<file path="config.mk">
export PLATFORM = sky130hd
export DESIGN_NAME = my_mod_ramp_gen_v1
export DESIGN_NICKNAME = d
export VERILOG_FILES = /design/src/rtl/my_iris_pkg.sv /design/src/rtl/my_half_period_cnt.sv /design/src/rtl/my_mod_ramp_gen_v1.sv
export SDC_FILE = /design/constraint.sdc
export NUM_CORES = 1
export LEC_CHECK = 0
export ABC_CLOCK_PERIOD_IN_PS = 12000
export BUFFER_PORTS_ARGS = -buffer_cell sky130_fd_sc_hd__buf_2
export CORE_ASPECT_RATIO = 0.8
export CORE_UTILIZATION = 36
export DETAILED_ROUTE_END_ITERATION = 7
export PLACE_DENSITY = 0.57
export SKIP_LAST_GASP = 1
export SYNTH_ARGS = -nofsm -noshare
export SYNTH_HDL_FRONTEND = slang
export SYNTH_HIERARCHICAL = 1
export SYNTH_SLANG_ARGS = --single-unit
export TNS_END_PERCENT = 10
</file>
<file path="constraint.sdc">
create_clock -name i_clk -period 12 [get_ports i_clk]
set_input_delay 1.2 -clock i_clk [delete_from_list [all_inputs] [get_ports i_clk]]
set_output_delay 1.2 -clock i_clk [all_outputs]
set_load 0.02 [all_outputs]
</file>
<file path="src/rtl/my_iris_pkg.sv">
// Shared types and defaults for the modulation ramp generator family.
package my_iris_pkg;

   localparam int DEF_DAC_BIT  = 16;
   localparam int DEF_MIN_HALF = 2;

   typedef enum logic [1:0] {
      IDLE  = 2'd0,
      MOD_H = 2'd1,
      MOD_L = 2'd2
   } mod_state_t;

endpackage

</file>
<file path="src/rtl/my_half_period_cnt.sv">
// Half-period timer: counts clocks since restart and flags the last cycle of a half.
module my_half_period_cnt #(
   parameter int W        = 32,
   parameter int MIN_HALF = 2
) (
   input  logic         i_clk,
   input  logic         i_rst,
   input  logic         i_active,
   input  logic         i_restart,
   input  logic [W-1:0] i_half,
   output logic         o_boundary
);

   logic [W-1:0] cnt_q;
   logic [W-1:0] cnt_d;
   logic [W-1:0] eff_half;

   // >= rather than == so a shrinking half ends at once instead of wrapping.
   always_comb begin
      eff_half   = (i_half < W'(MIN_HALF)) ? W'(MIN_HALF) : i_half;
      o_boundary = i_active && (cnt_q >= (eff_half - W'(1)));
      cnt_d      = i_restart ? '0 : (cnt_q + W'(1));
   end

   always_ff @(posedge i_clk or posedge i_rst) begin
      if (i_rst) begin
         cnt_q <= '0;
      end else begin
         cnt_q <= cnt_d;
      end
   end

endmodule

</file>
<file path="src/rtl/my_mod_ramp_gen_v1.sv">
// Square-wave bias modulation plus closed-loop staircase ramp for the phase modulator DAC.
module my_mod_ramp_gen_v1
   import my_iris_pkg::*;
#(
   parameter int DAC_BIT  = DEF_DAC_BIT,
   parameter int MIN_HALF = DEF_MIN_HALF
) (
   input  logic                      i_clk,
   input  logic                      i_rst,
   input  logic                      i_en,
   input  logic [31:0]               i_half_cnt,
   input  logic signed [DAC_BIT-1:0] i_mod_high,
   input  logic signed [DAC_BIT-1:0] i_mod_low,
   input  logic signed [31:0]        i_step,
   input  logic                      i_step_sync,
   input  logic                      i_ramp_sync,
   output logic                      o_status,
   output logic                      o_trig,
   output logic signed [DAC_BIT-1:0] o_dac,
   output logic signed [31:0]        o_ramp,
   output logic [1:0]                o_cstate
);

   mod_state_t         state_q, state_d;
   logic [31:0]        ramp_q, ramp_d;
   logic [31:0]        step_q, step_d;
   logic               pending_q, pending_d;
   logic               status_q, status_d;
   logic               trig_q, trig_d;
   logic [DAC_BIT-1:0] dac_q, dac_d;

   logic               boundary;
   logic               restart;
   logic               apply;
   logic [31:0]        step_val;
   logic [DAC_BIT-1:0] level;

   my_half_period_cnt #(
      .W        (32),
      .MIN_HALF (MIN_HALF)
   ) u_half_cnt (
      .i_clk      (i_clk),
      .i_rst      (i_rst),
      .i_active   (state_q != IDLE),
      .i_restart  (restart),
      .i_half     (i_half_cnt),
      .o_boundary (boundary)
   );

   always_comb begin
      state_d = state_q;
      case (state_q)
         IDLE:    if (i_en) state_d = MOD_H;
         MOD_H:   if (boundary) state_d = MOD_L;
         MOD_L:   if (boundary) state_d = MOD_H;
         default: state_d = IDLE;
      endcase
      if (!i_en) state_d = IDLE;

      restart = (state_d != state_q) || (state_d == IDLE);

      // Simultaneous syncs: the fresh step bypasses the register.
      step_val = i_step_sync ? i_step : step_q;
      apply    = boundary && (pending_q || i_ramp_sync);

      step_d    = i_step_sync ? i_step : step_q;
      ramp_d    = apply ? (ramp_q + step_val) : ramp_q;
      pending_d = apply ? 1'b0 : (pending_q || i_ramp_sync);
      if (!i_en) begin
         step_d    = '0;
         ramp_d    = '0;
         pending_d = 1'b0;
      end

      status_d = (state_d == MOD_H);
      trig_d   = (state_d != state_q) && (state_d != IDLE);
      level    = status_d ? i_mod_high : i_mod_low;
      dac_d    = (state_d == IDLE) ? '0 : (ramp_d[31 -: DAC_BIT] + level);
   end

   always_ff @(posedge i_clk or posedge i_rst) begin
      if (i_rst) begin
         state_q   <= IDLE;
         ramp_q    <= '0;
         step_q    <= '0;
         pending_q <= 1'b0;
         status_q  <= 1'b0;
         trig_q    <= 1'b0;
         dac_q     <= '0;
      end else begin
         state_q   <= state_d;
         ramp_q    <= ramp_d;
         step_q    <= step_d;
         pending_q <= pending_d;
         status_q  <= status_d;
         trig_q    <= trig_d;
         dac_q     <= dac_d;
      end
   end

   assign o_status = status_q;
   assign o_trig   = trig_q;
   assign o_dac    = dac_q;
   assign o_ramp   = ramp_q;
   assign o_cstate = state_q;

endmodule

</file>
== Word-level counts from Yosys, hierarchy flattened ==
Cells that the tools add are included.

* Flip-flop bits (word level): 117
* Latch bits: 0
* RAM bits: 0
* Memory bits (read-only): 0
* Input bits: 101
* Output and inout port bits: 52
* Logic and storage cells: 43
* Memories kept: 0

* $add $sub $neg: 4
* $mul: 0
* Divide/modulo/power cells: 0
* Magnitude comparators: 2
* Equal/unequal tests: 5
* Shifts and indexed selects: 0
* Multiplexer cells: 14
* Bitwise logic cells: 0
* Reductions and logical operators: 9

{| class="wikitable"
|+ Operators with widths
! kind !! number
|-
| two-way mux 32 bit || 6
|-
| adder 32 x 1 -> 32 bit, second input constant || 1
|-
| adder 32 bit || 1
|-
| greater-or-equal comparator 32 bit || 1
|-
| < comparator 32 x 2 -> 1 bit, second input constant || 1
|-
| two-way mux 16 bit || 2
|-
| subtractor 32 x 1 -> 32 bit, second input constant || 1
|-
| adder 16 bit || 1
|-
| two-way mux 2 bit || 3
|-
| case mux 2 bit (3 select lines) || 1
|-
| equality test 2 x 1 -> 1 bit, second input constant || 2
|-
| zero test 2 bit || 2
|-
| nonzero test 2 bit || 2
|-
| logical AND 1 bit || 3
|-
| equality test 2 bit, second input constant || 1
|-
| logical OR 1 bit || 2
|-
| two-way mux 1 bit || 2
|-
| inequality test 2 x 1 -> 1 bit, second input constant || 1
|-
| inequality test 2 bit || 1
|}

== Logic depth before layout (Yosys ltp) ==
Gate-level depths: netlist (run 1).

* Depth in word-level cells: 12
* Mapped depth: 30
* Mapped depth without buffers: 29

== Modules after synthesis ==
Netlist (run 1), hierarchy kept.

{| class="wikitable"
|+ By module, submodules not included
! module !! instances !! cells each !! area an instance (sq um) !! sequential area each (sq um)
|-
| my_mod_ramp_gen_v1 || 1 || 693 || 6262.3 || 2127.0
|-
| my_half_period_cnt || 1 || 333 || 2922.8 || 800.8
|}

== Least setup slack after synthesis (run 1) ==
OpenSTA, ideal clock, no wires.

* Path type: input port to flip-flop
* Start point: input i_half_cnt[5]
* End point: register dac_q[14] (netlist: o_dac[14])
* Arrival: 7.305 ns
* Required time: 11.920 ns
* Slack: 4.615 ns
* Cell stages on the path: 29
* Buffers on the path: 3
* Cells stage by stage: or4_1 nor3_2 nand4_1 nand2_1 ha_1 and3_1 nand3_1 or3b_2 xor2_1 ha_1 and4_1 a221oi_1 o2111ai_1 a22o_1 o21ai_2 clkbuf_1 clkbuf_1 clkbuf_1 a21oi_1 nor2_1 ha_1 inv_1 fa_1 nand2b_1 o21ai_1 a31o_2 a21oi_2 mux2_4 o211ai_2

* Elaborated cells on any way between the ends: 17
* Those cells by class: add/sub (2); order compare (2); eq/ne (1); mux (9); reduce/logical (3)

{| class="wikitable"
|+ RTL lines
! item !! RTL line !! source
|-
| from (decl) || my_mod_ramp_gen_v1.sv:11 || <nowiki>input logic [31:0] i_half_cnt,</nowiki>
|-
| < comparator 32 x 2 -> 1 bit || my_half_period_cnt.sv:20 || <nowiki>eff_half = (i_half < W'(MIN_HALF)) ? W'(MIN_HALF) : i_half;</nowiki>
|-
| two-way mux 32 bit * || my_half_period_cnt.sv:20 ||
|-
| subtractor 32 x 1 -> 32 bit * || my_half_period_cnt.sv:21 || <nowiki>o_boundary = i_active && (cnt_q >= (eff_half - W'(1)));</nowiki>
|-
| greater-or-equal comparator 32 bit * || my_half_period_cnt.sv:21 ||
|-
| logical AND 1 bit * || my_half_period_cnt.sv:21 ||
|-
| named net boundary || my_mod_ramp_gen_v1.sv:32 || <nowiki>logic boundary;</nowiki>
|-
| logical AND 1 bit * || my_mod_ramp_gen_v1.sv:64 || <nowiki>apply = boundary && (pending_q || i_ramp_sync);</nowiki>
|-
| two-way mux 32 bit * || my_mod_ramp_gen_v1.sv:67 || <nowiki>ramp_d = apply ? (ramp_q + step_val) : ramp_q;</nowiki>
|-
| two-way mux 32 bit * || my_mod_ramp_gen_v1.sv:69 || <nowiki>if (!i_en) begin</nowiki>
|-
| named net ramp_d[16] || my_mod_ramp_gen_v1.sv:25 || <nowiki>logic [31:0] ramp_q, ramp_d;</nowiki>
|-
| adder 16 bit * || my_mod_ramp_gen_v1.sv:78 || <nowiki>dac_d = (state_d == IDLE) ? '0 : (ramp_d[31 -: DAC_BIT] + level);</nowiki>
|-
| two-way mux 16 bit * || my_mod_ramp_gen_v1.sv:78 ||
|-
| named net dac_d[14] || my_mod_ramp_gen_v1.sv:30 || <nowiki>logic [DAC_BIT-1:0] dac_q, dac_d;</nowiki>
|-
| to (signal assigned) || my_mod_ramp_gen_v1.sv:89 || <nowiki>dac_q <= '0;</nowiki>
|-
| to (signal assigned) || my_mod_ramp_gen_v1.sv:97 || <nowiki>dac_q <= dac_d;</nowiki>
|-
| to (decl) || my_mod_ramp_gen_v1.sv:30 ||
|}

Mark *: on every way through the listed nets, which the timed path passes. The rest lies on a longest branch. The select of a mux whose other input is x is not followed.
A chain may end at the register's enable or synchronous reset.

== Worst setup path after layout (run 1) ==
* Start point: input i_half_cnt[16]
* End point: register dac_q[12] (netlist: o_dac[12])

* Cells in the longest elaborated chain, start to end: 12
* Elaborated cells on any way between the ends: 17
* Those cells by class: add/sub (2); order compare (2); eq/ne (1); mux (9); reduce/logical (3)

{| class="wikitable"
|+ RTL lines
! item !! RTL line !! source
|-
| < comparator 32 x 2 -> 1 bit || my_half_period_cnt.sv:20 ||
|-
| two-way mux 32 bit * || my_half_period_cnt.sv:20 ||
|-
| subtractor 32 x 1 -> 32 bit * || my_half_period_cnt.sv:21 ||
|-
| greater-or-equal comparator 32 bit * || my_half_period_cnt.sv:21 ||
|-
| logical AND 1 bit * || my_half_period_cnt.sv:21 ||
|-
| named net boundary || my_mod_ramp_gen_v1.sv:32 ||
|-
| two-way mux 2 bit (on tied branches) || my_mod_ramp_gen_v1.sv:55, my_mod_ramp_gen_v1.sv:54 ||
|-
| case mux 2 bit (3 select lines) || my_mod_ramp_gen_v1.sv:52 || <nowiki>case (state_q)</nowiki>
|-
| two-way mux 2 bit || my_mod_ramp_gen_v1.sv:58 || <nowiki>if (!i_en) state_d = IDLE;</nowiki>
|-
| equality test 2 x 1 -> 1 bit || my_mod_ramp_gen_v1.sv:75 || <nowiki>status_d = (state_d == MOD_H);</nowiki>
|-
| two-way mux 16 bit || my_mod_ramp_gen_v1.sv:77 || <nowiki>level = status_d ? i_mod_high : i_mod_low;</nowiki>
|-
| adder 16 bit || my_mod_ramp_gen_v1.sv:78 ||
|-
| two-way mux 16 bit * || my_mod_ramp_gen_v1.sv:78 ||
|-
| named net dac_d[12] || my_mod_ramp_gen_v1.sv:30 ||
|}

Marks and branches as above.

==> results.toml, run 1 <==
[hold_path]
hold_path.class = "reg2reg"

[yosys]
synth_area_leaders = "dfrtp_1 (32%), ha_1 (11%), nand2_1 (5.1%)"
synth_seq_cells = 117
ys_types = 92
syn_area_per_cell_um2 = 8.95
seq_area_frac_synth_pct = 31.9
synth_top_flop_cell = "dfrtp_1"
synth_top_area_share_pct = 31.9
yosysTopAreaCell = "dfrtp_1"
async_flop_share_pct = 100
synth.most_common_cell = "nand2_1"
synth_edf_count = 0
synth.cell_area_um2 = 9190
synth_nets = 1208
yosys_warnings = 6
syn_inst = 1026
netlist_top_cells_count = "nand2_1 (124), dfrtp_1 (117), nor2_1 (81), a21oi_1 (80), ha_1 (79)"

[worst_setup_path]
cp_data_required_time_ps = 12280
arrival_ps = 8330
cp-start-kind = "input pin"
cpPeakStageDelay_ps = 570
path_class = "in2reg"
end_kind = "flop"
crit_path_top_delay_cell = "nand3_1"
path_max_fanout = 18

[placement]
port_buffers = 152
dp_cells = 1470
dp_hpwl_um = 19200
gp_congestion = 0.865

[floorplanning]
die_w_um = 181
initial_utilization_pct = 37.2
ioPinCount = 153
fp.coreArea_um2 = 24700
die_area_um2 = 26200
row_count = 51
die_h_um = 145

[global_route]
first_global_vias = 7537
grt_usage_pct = 19.6
grt_max_degree = 52
grt_first_pass_wirelength_um = 40400
antenna_found_initial = 1
grt-ovfl-total = 0

[cts]
cts_sinks = 117
cts-root-buf = "clkbuf_16"
clk_latency_ps = 420
cts_tree = "yes"
h-tree-depth = 4
clk_path_buf_depth = 2
ctsResizeCount = 0
post-cts-setup-buffer-count = 0
cts_buffers = 17
clkTransAtPathRegs_ps = 60
ctsHoldBuffers = 0

[pwr]
p_leak_nw = 5.13
p_per_area_nw_per_um2 = 99.1
irDropWorstVdd_v = 0.000104

[timing]
setup_viol = 0
period_share_pct = 67.1
tightest_slew_ps = 832
skew_ps = 11.2
rsz0062_at_grt = "false"
fin_crit_ps = 8050
slew_headroom_pct = 44.5
slew_viol_final = 0
max_freq_mhz = 124
finalHoldViolCount = 0
fin_setup_tns_ps = 0

[drt]
ant_nets = 0
wl_per_cell_um = 16.8
via_count = 8082
drt-initial-drc-count = 431
drc_errors = 0
routed_wirelength_um = 25200
dr.pass1.iters = 4
via_per_inst = 5.38

[cells_and_area]
antennaDiodeCount = 0
drive_gt1_share_pct = 23.0
final_cells = 1501
area_delta_synth_final_pct = 18.3
final_net_count = 1353

[run]
maxCapViolations = 0

[run_status]
outcome = "completed"
## routing by layer
metal	wire [µm]	GRT usage [%]
met5	0	0
met4	227	4.14
met3	1470	4.43
met2	10000	27.7
met1	13400	29.7
## cell type report
type / instances / area, µm²
clock buffers: 22 / 474
clock inverters: 9 / 126
fillers: 2412 / 13800
inverters: 20 / 77.6
multi-input cells: 856 / 6050
flip-flops and latches: 117 / 2930
well taps: 318 / 398
repair buffers: 159 / 813
## metrics by stage
step | hold WS (ps) | setup WS (ps) | utilization [%] | power, W | cell area, µm²
2_1_floorplan | 475 | 4610 | - | 0.000510 | 9190
3_3_place_gp | 509 | 3820 | 41.6 | 0.000560 | 10300
3_5_place_dp | 516 | 3580 | 41.6 | 0.000561 | 10300
4_1_cts | 524 | 4000 | 44.0 | 0.00109 | 10900
5_1_grt | 538 | 3290 | 44.0 | 0.00113 | 10900
6_report | 521 | 3950 | 44.0 | 0.00108 | 10900
## final timing paths
path | slack (ps) | depth (start not counted) | startpoint | to
hold reg to reg | 520 | 1 | u_half_cnt/cnt_q[0]$_DFF_PP0_ | u_half_cnt/cnt_q[0]$_DFF_PP0_
min in group asynchronous | 810 | 2 | i_rst | step_q[30]$_DFF_PP0_
setup / recovery | 3950 | 30 | i_half_cnt[16] | o_dac[12]$_DFF_PP0_
setup reg to reg | 6680 | 20 | step_q[0]$_DFF_PP0_ | o_dac[15]$_DFF_PP0_
hold / removal | 520 | 1 | u_half_cnt/cnt_q[0]$_DFF_PP0_ | u_half_cnt/cnt_q[0]$_DFF_PP0_
max in group asynchronous | 10120 | 3 | i_rst | o_ramp[20]$_DFF_PP0_
## cell families after synthesis
group / synth area share (%)
simple gates: 24.6
compound gates: 16.2
flops: 31.9
xor+xnor: 8.36
fa+ha+maj: 11.2
buf+inv: 2.33
mux: 5.42
## sequential cells by signal, summed over array words and instances, names as in the netlist
register	flops
o_cstate	2
o_dac	16
o_ramp	32
o_status	1
o_trig	1
pending_q	1
step_q	32
u_half_cnt/cnt_q	32
## cells in the final DEF (no fill, tap or decap), types with 5 or more instances in the layout
cell type / instances
xnor2_1: 42
o21ai_0: 35
buf_2: 152
nand3_1: 35
buf_4: 7
inv_1: 19
a211oi_1: 5
nand4_1: 18
or3_1: 18
ha_1: 79
nor4_1: 8
and2_1: 38
dfrtp_1: 117
mux2_2: 33
clkbuf_16: 17
xor2_1: 42
nor3_1: 15
o21a_1: 8
mux2i_1: 10
or4_1: 5
nor2b_1: 11
nand2b_1: 6
or2_2: 5
a21o_1: 20
and4_1: 10
nand4b_1: 6
o211ai_1: 8
and3_1: 12
nand2_1: 124
o31ai_1: 6
a21oi_1: 80
nor2_1: 81
## worst max-delay path: cells and delay by family
kind / cells / cell delay (ps)
AO/OA/AOI/OAI: 6 / 1220
XOR/XNOR: 1 / 160
adder cells (fa/ha/maj): 4 / 1110
buffers and inverters: 3 / 680
AND/OR/NAND/NOR: 16 / 3950
## where the power goes
group | internal, W | total, W | switching [W]
logic | 0.0000580 | 0.000145 | 0.0000871
clock network | 0.000340 | 0.000522 | 0.000181
registers | 0.000406 | 0.000410 | 0.00000403
total | 0.000804 | 0.00108 | 0.000273
(Power assumes the default switching activity.)
==> run 2: changes to the inputs <==
--- a/config.mk
+++ b/config.mk
@@ -5,12 +5,12 @@
 export SDC_FILE = /design/constraint.sdc
 export NUM_CORES = 1
 export LEC_CHECK = 0
-export ABC_CLOCK_PERIOD_IN_PS = 12000
+export ABC_CLOCK_PERIOD_IN_PS = 6600
 export BUFFER_PORTS_ARGS = -buffer_cell sky130_fd_sc_hd__buf_2
 export CORE_ASPECT_RATIO = 0.8
 export CORE_UTILIZATION = 36
 export DETAILED_ROUTE_END_ITERATION = 7
-export PLACE_DENSITY = 0.57
+export PLACE_DENSITY = 0.59
 export SKIP_LAST_GASP = 1
 export SYNTH_ARGS = -nofsm -noshare
 export SYNTH_HDL_FRONTEND = slang
==> constraint.sdc (replaced) <==
create_clock -name i_clk -period 6.6 [get_ports i_clk]
set_input_delay 0.66 -clock i_clk [delete_from_list [all_inputs] [get_ports i_clk]]
set_output_delay 0.66 -clock i_clk [all_outputs]
set_load 0.02 [all_outputs]
==> results.toml, run 2 (synthesis results as in run 1) <==
[run_status]
outcome = "completed"

[cts]
cts-root-buf = "clkbuf_16"
ctsHoldBuffers = 0
clk_latency_ps = 420
clkTransAtPathRegs_ps = 50
cts_buffers = 17
h-tree-depth = 4
clk_path_buf_depth = 2
cts_tree = "yes"
cts_sinks = 117

[timing]
slew_viol_final = 0
period_share_pct = 94.5
skew_ps = 12.8
slew_headroom_pct = 18.8
rsz0062_at_grt = "false"
timing.hold.ws_ps = 198
finalHoldViolCount = 0
setup_viol = 0
fin_crit_ps = 6240
max_freq_mhz = 160
tightest_slew_ps = 1220

[worst_setup_path]
cp-startpoint = "i_half_cnt[5]"
crit_top_cell = "ha_1"
reg2reg_from = "step_q[0]$_DFF_PP0_"
cpPeakStageDelay_ps = 560
end_kind = "flop"
cp_data_required_time_ps = 6940
crit_buf_inv = 3
cp-start-kind = "input pin"
reg2reg_slack_ps = 1420
path_class = "in2reg"
arrival_ps = 6580
crit_path_top_delay_cell = "or4_1"
path_max_fanout = 9
critPathTopFamily = "compound AO/OA/AOI/OAI gates"

[drt]
via_per_inst = 5.20
via_count = 8236
routed_wirelength_um = 25700
drt-initial-drc-count = 371
dr.pass1.iters = 5
wl_per_cell_um = 16.2
ant_nets = 0
drc_errors = 0

[pwr]
switching_share_pct = 25.1
p_sw_w = 0.000504
p_leak_nw = 5.55
p_per_area_nw_per_um2 = 175
pwr-share-comb_pct = 14.3
clkPwrFrac_pct = 48.6
irDropWorstVdd_v = 0.000182
sequentialPowerShare_pct = 37.1
cellInternalPower_w = 0.00151

[global_route]
first_global_vias = 7858
grt_max_degree = 66
grt_first_pass_wirelength_um = 41300
antenna_found_initial = 1
grt_usage_pct = 20.2
grt-ovfl-total = 0

[cells_and_area]
final_util_pct = 46.6
drive_gt1_share_pct = 28.1
layout_commonest_cell = "buf_2"
fill_cells = 2409
mostFrequentLayoutCells = "buf_2 (152), nand2_1 (124), dfrtp_1 (117)"
final_net_count = 1435
fin_area_um2 = 11500
area_delta_synth_final_pct = 25.4

[floorplanning]
initial_utilization_pct = 37.2
die_area_um2 = 26200
row_count = 51
ioPinCount = 153
fp.coreArea_um2 = 24700
die_h_um = 145
die_w_um = 181

[run]
maxCapViolations = 0

[placement]
port_buffers = 152
dp_hpwl_um = 20300
placed_cell_area_um2 = 10900
gp_congestion = 0.920

[hold_path]
hold_path.class = "in2async"
-- run 2: through the flow --
step	setup slack [ps]	instances	TNS, ps	power, W
2_1_floorplan	31.6	1026	0	0.000928
3_3_place_gp	23.1	1552	0	0.00104
3_5_place_dp	-86.9	1552	-217	0.00105
4_1_cts	355	1583	0	0.00203
5_1_grt	10.3	1584	0	0.00211
6_report	360	1585	0	0.00201
-- run 2: worst paths after layout --
path / end / cells past startpoint
max in group asynchronous: o_dac[7]$_DFF_PP0_ / 3
worst min-delay path: o_trig$_DFF_PP0_ / 2
min in group i_clk: u_half_cnt/cnt_q[0]$_DFF_PP0_ / 1
worst max-delay path: o_dac[15]$_DFF_PP0_ / 27
worst max register to register: o_dac[14]$_DFF_PP0_ / 21
worst min register to register: u_half_cnt/cnt_q[0]$_DFF_PP0_ / 1
-- run 2: power by group through the flow --
stage	logic [W]	registers, W	clock network (W)
after floorplan	0.000163	0.000765	0
after global placement	0.000285	0.000759	0
after detailed placement	0.000287	0.000759	0
after CTS	0.000289	0.000747	0.000999
after global routing	0.000321	0.000748	0.00104
final	0.000288	0.000746	0.000978
-- run 2: cell type report --
type                       count  area, µm²  area share (%)
multi-input combinational    856       6060            52.6
sequential                   117       2930            25.4
timing repair buffer         241       1440            12.5
clock buffer                  22        464            4.03
tap                          318        398            3.45
clock inverter                 9        151            1.31
inverter                      20       77.6           0.673
antenna                        2       5.00          0.0434
-- run 2: repair_timing --
action	CTS	global route
setup endpoints to repair	0	3
gates resized for setup	0	4
buffers inserted	0	0
-- run 2: per-layer routing --
layer | global-route usage (%) | share of wire [%]
met5 | 0 | 0
met4 | 5.22 | 1.1
met3 | 3.98 | 4.3
met2 | 29.4 | 41
met1 | 30.3 | 53
-- run 2: worst reg2reg max path, cell delays in order, from the launching register on --
cell and delay [ps]:
dfrtp_1 350, mux2_2 270, ha_1 230, fa_1 440, a211oi_1 310, o21a_1 320, a2111oi_4 160, or2_2 350
a21oi_1 230, o21ai_0 190, a21o_1 230, a21o_1 200, xor2_1 140, nand2_1 60, a21oi_1 220, ha_1 300
and3_1 190, nor2b_1 140, a31o_2 220, a21oi_2 160, mux2_4 320, o211ai_2 70
